## src/rtl/booth_seq_divider.sv

```systemverilog
// Sequential signed divider: restoring division on magnitudes, one quotient bit per cycle, sign fix at the end.
// Optional macro BOOTH_DIV_EARLY_EXIT_EN: a zero divisor skips CALC and goes straight to FIX.
module booth_seq_divider #(
  parameter int WIDTH = 4
) (
  input  logic                       clk,
  input  logic                       rst,
  input  logic                       start,
  input  logic [WIDTH-1:0]           A,
  input  logic [WIDTH-1:0]           B,
  output logic [WIDTH-1:0]           Q,
  output logic [WIDTH-1:0]           R,
  output logic                       busy,
  output logic                       done,
  output logic                       dz,
  output logic [$clog2(WIDTH+1)-1:0] n
);

  localparam int NW = $clog2(WIDTH+1);

  typedef enum logic [1:0] {IDLE, CALC, FIX, DONE} state_t;

  state_t           state;
  logic [WIDTH-1:0] rem, quo, mag_b, a_cap;
  logic             sign_a, sign_b, dz_cap;

  logic [WIDTH-1:0] mag_a_in, mag_b_in, q_fix, r_fix;
  logic [WIDTH:0]   shifted, trial;

  always_comb begin
    mag_a_in = A[WIDTH-1] ? -A : A;
    mag_b_in = B[WIDTH-1] ? -B : B;
    // {rem,quo} shifted left; trial is one bit wider so its MSB is the borrow
    shifted  = {rem, quo[WIDTH-1]};
    trial    = shifted - {1'b0, mag_b};
    q_fix    = (sign_a ^ sign_b) ? -quo : quo;
    r_fix    = sign_a ? -rem : rem;
    if (dz_cap) begin
      q_fix = '1;
      r_fix = a_cap;
    end
  end

  always_ff @(posedge clk) begin
    if (rst) begin
      state  <= IDLE;
      Q      <= '0;
      R      <= '0;
      busy   <= 1'b0;
      done   <= 1'b0;
      dz     <= 1'b0;
      n      <= '0;
      rem    <= '0;
      quo    <= '0;
      mag_b  <= '0;
      a_cap  <= '0;
      sign_a <= 1'b0;
      sign_b <= 1'b0;
      dz_cap <= 1'b0;
    end else begin
      case (state)
        IDLE, DONE: begin
          done <= 1'b0;
          n    <= '0;
          if (start) begin
            sign_a <= A[WIDTH-1];
            sign_b <= B[WIDTH-1];
            a_cap  <= A;
            mag_b  <= mag_b_in;
            quo    <= mag_a_in;
            rem    <= '0;
            dz_cap <= (B == '0);
            busy   <= 1'b1;
`ifdef BOOTH_DIV_EARLY_EXIT_EN
            if (B == '0) begin
              state <= FIX;
            end else begin
              state <= CALC;
              n     <= NW'(WIDTH);
            end
`else
            state <= CALC;
            n     <= NW'(WIDTH);
`endif
          end else begin
            state <= IDLE;
            busy  <= 1'b0;
          end
        end
        CALC: begin
          rem <= trial[WIDTH] ? shifted[WIDTH-1:0] : trial[WIDTH-1:0];
          quo <= {quo[WIDTH-2:0], ~trial[WIDTH]};
          n   <= n - NW'(1);
          if (n == NW'(1)) state <= FIX;
        end
        FIX: begin
          Q     <= q_fix;
          R     <= r_fix;
          dz    <= dz_cap;
          done  <= 1'b1;
          busy  <= 1'b0;
          n     <= '0;
          state <= DONE;
        end
        default: state <= IDLE;
      endcase
    end
  end

endmodule

```

## config.mk

```make
export PLATFORM = sky130hd
export DESIGN_NAME = booth_seq_divider
export DESIGN_NICKNAME = d
export VERILOG_FILES = /design/src/rtl/booth_seq_divider.sv
export SDC_FILE = /design/constraint.sdc
export NUM_CORES = 1
export LEC_CHECK = 0
export ABC_AREA = 1
export BUFFER_PORTS_ARGS = -buffer_cell sky130_fd_sc_hd__clkbuf_2
export CORE_ASPECT_RATIO = 0.8
export CORE_MARGIN = 1.5
export CORE_UTILIZATION = 56
export CTS_CLUSTER_SIZE = 25
export DETAILED_ROUTE_END_ITERATION = 8
export PLACE_DENSITY_LB_ADDON = 0.2
export SLEW_MARGIN = 20
export SYNTH_ARGS = -nofsm -noshare
export SYNTH_HDL_FRONTEND = slang
export SYNTH_SLANG_ARGS = --single-unit
```

## constraint.sdc

```tcl
create_clock -name clk -period 2.4 [get_ports clk]
set_clock_uncertainty 0.15 [all_clocks]
set_input_delay 0.24 -clock clk [delete_from_list [all_inputs] [get_ports clk]]
set_output_delay 0.24 -clock clk [all_outputs]
set_load 0.05 [all_outputs]
```

==> summary.txt <==
Outcome
  – Outcome: completed

Global route
  – GRT overflow: 0
  – Vias in the first global route: roughly 1500
  – Total GRT Usage: 0.244
  – GRT busiest layer: met2
  – Initial antenna violation count: 0
  – M2 GR Usage: 0.373
  – Met1 usage in global routing: 0.337
  – Wire length of the first global-routing pass: 6500 microns
  – Met3 Use GR: 0.0649
  – Pin count of the biggest net entering global routing: 20

Floorplanning
  – I/O pin count: 25
  – Die width: 66.6 microns
  – Core area: about 3100 sq um
  – Die ar.: ~3600 sq um
  – Row count: 18
  – Die span in y: 53.9 microns
  – Starting Density: 0.587

Clock tree
  – Clock latency on the worst-skew pair: roughly 280 ps
  – CTS clock-pin slew for the worst setup and hold paths: 70 ps
  – Sink Count: 34
  – Hold-fix buffers, CTS: 0
  – Clk root buf: clkbuf_8
  – Setup bufs post-CTS: 0
  – CTS Buf Count: 5
  – CTS tree: yes
  – Clock Path Buffers: 2
  – Resized cells post-CTS: 0
  – CTS HTree Levels: 2

Layout
  – # diodes: 0
  – Area grow syn2layout: 15.1%
  – Final Util: 0.675
  – Final nets: between 200 and 300
  – Share of post-route cells with drive strength above 1: 0.150

STA
  – TNS Setup: 0 ps
  – Slew HR: 0.650
  – WHS: 73.9 ps
  – Period utilisation layout: 0.838
  – RSZ-0062 raised after global routing: false
  – Final min period: a little over 2000 ps
  – Final setup viols: 0
  – Endpoints failing hold: 0
  – Worst-Margin Slew: ~520 ps
  – Final Worst Setup Slack: 388 ps
  – Max Clk Rate: just under 500 MHz
  – Final Max Slew Viols: 0

Synthesis
  – Post-Syn Nets: ~270
  – Syn Inst Count: 244
  – Seq/Total Area, Yosys: 0.376
  – Flops & latches, synth: 34
  – Synthesized area: ~1800 sq um
  – Syn avg cell area: 7.42 sq um
  – Syn. warnings: 0
  – Synth Flop Type: dfxtp_1
  – Ys async rst share: 0
  – EDFF count, synth: 0
  – Synth cell types: 28

Critical path
  – Crit path capture type: flop
  – Critical Path AT: about 2000 ps
  – Crit-path max FO: 5
  – Req. time, crit path: between 2000 and 2500 ps
  – Setup Crit Path Kind: flop to flop
  – Startpoint class of the critical path: flop

Detailed routing
  – Total Wirelength: around 3900 microns
  – Detailed router's first-iteration violation count: ~110
  – WL per Instance: about 12 microns
  – Post-route DRC: 0
  – DRT Pass-1 Iters: 4
  – Antenna Nets Post-Route: 0
  – DR vias: approximately 1600
  – Vias/cell: ~5.2

Power and ir drop
  – LEAKAGE: about 0.96 nW
  – Total power: roughly 2.7 mW
  – Peak supply drop: a little under 0.9 mV
  – PD cells: 1280 nW/um^2

Place
  – Port bufs: 24
  – Place WS: 411 ps
  – DP HPWL: roughly 2900 microns
  – Gp weighted congestion: between 0.7 and 0.8

Min path
  – Hold crit path type: primary input to flop

Job
  – Max cap viols: 0
==> worst paths after layout <==
check             slack, ps       end  depth (start not counted)     start
setup / recovery        390    rem[0]                         11    quo[3]
hold / removal           70  mag_b[0]                          3      B[0]
setup reg to reg        390    rem[0]                         11    quo[3]
hold reg to reg         330  a_cap[0]                          2  a_cap[0]
==> flip-flops by register name, summed over array words and instances (netlist names), 2 cells and up <==
signal / flops
n: 3
state: 2
Q: 4
rem: 4
quo: 4
a_cap: 4
mag_b: 4
R: 4
==> kinds of logic after synthesis <==
family                   share of synthesized area
AO/OA/AOI/OAI                                0.176
adder cells (fa/ha/maj)                      0.101
XOR/XNOR                                    0.0339
AND/OR/NAND/NOR                              0.213
flip-flops                                   0.376
buffers and inverters                        0.100
==> placed cells by master, fill, tap and decap left out, drive strengths merged <==
cell type / count
or2: 2
clkbuf: 32
clkinv: 2
nand3: 20
nor2: 18
nor3: 7
o21ai: 19
xor2: 3
nor4: 1
a31oi: 4
buf: 2
a211oi: 4
fa: 1
nand4: 1
ha: 13
o211ai: 7
a21oi: 22
nand2: 36
dfxtp: 34
inv: 40
xnor2: 4
o22ai: 1
==> cells in the mapped netlist (3+ instances only) <==
cell type | instances | share of area
o211ai_1 | 7 | 0.029
o21ai_0 | 19 | 0.053
inv_1 | 39 | 0.081
ha_1 | 13 | 0.090
nor3_1 | 7 | 0.019
a211oi_1 | 4 | 0.017
xor2_1 | 3 | 0.015
dfxtp_1 | 34 | 0.38
nand3_1 | 18 | 0.050
nor2_1 | 18 | 0.037
xnor2_1 | 4 | 0.019
nand2_1 | 33 | 0.068
a31oi_1 | 4 | 0.014
a21oi_1 | 22 | 0.061
==> final cells by class <==
class	instances	area (sq um)
Sequential cell	34	681
Clock buffer	8	110
Tap cell	40	50.0
Timing Repair Buffer	26	135
Multi-Input combinational cell	163	948
Fill cell	266	1000
Inverter	42	159
==> routing by layer <==
layer  part of all wire  routed length [microns]
met1               0.51                     1970
met2               0.42                     1630
met3              0.052                      202
met4              0.013                       51
met5                  0                        0
==> where the power goes <==
| group | switching, mW | internal (mW) |
|---|---|---|
| registers | 0.110 | 0.728 |
| logic | 0.920 | 0.422 |
| clock network | 0.206 | 0.290 |
==> stage by stage <==
stage               area (sq um)  cells
floorplan                   1810    244
global placement            1970    305
detailed placement          1970    305
CTS                         2080    313
global route                2080    313
finish                      2080    313
==> critical path, cell delays in order, from the launching register on <==
cell and delay (ps):
dfxtp_1 330, inv_1 90, ha_1 240, fa_1 400, inv_1 90, nand2_1 50
nand2_1 90, nand3_2 130, nand2_2 130, nand2_1 60, nand3_1 70, a21oi_1 60
(Power assumes the default switching activity.)
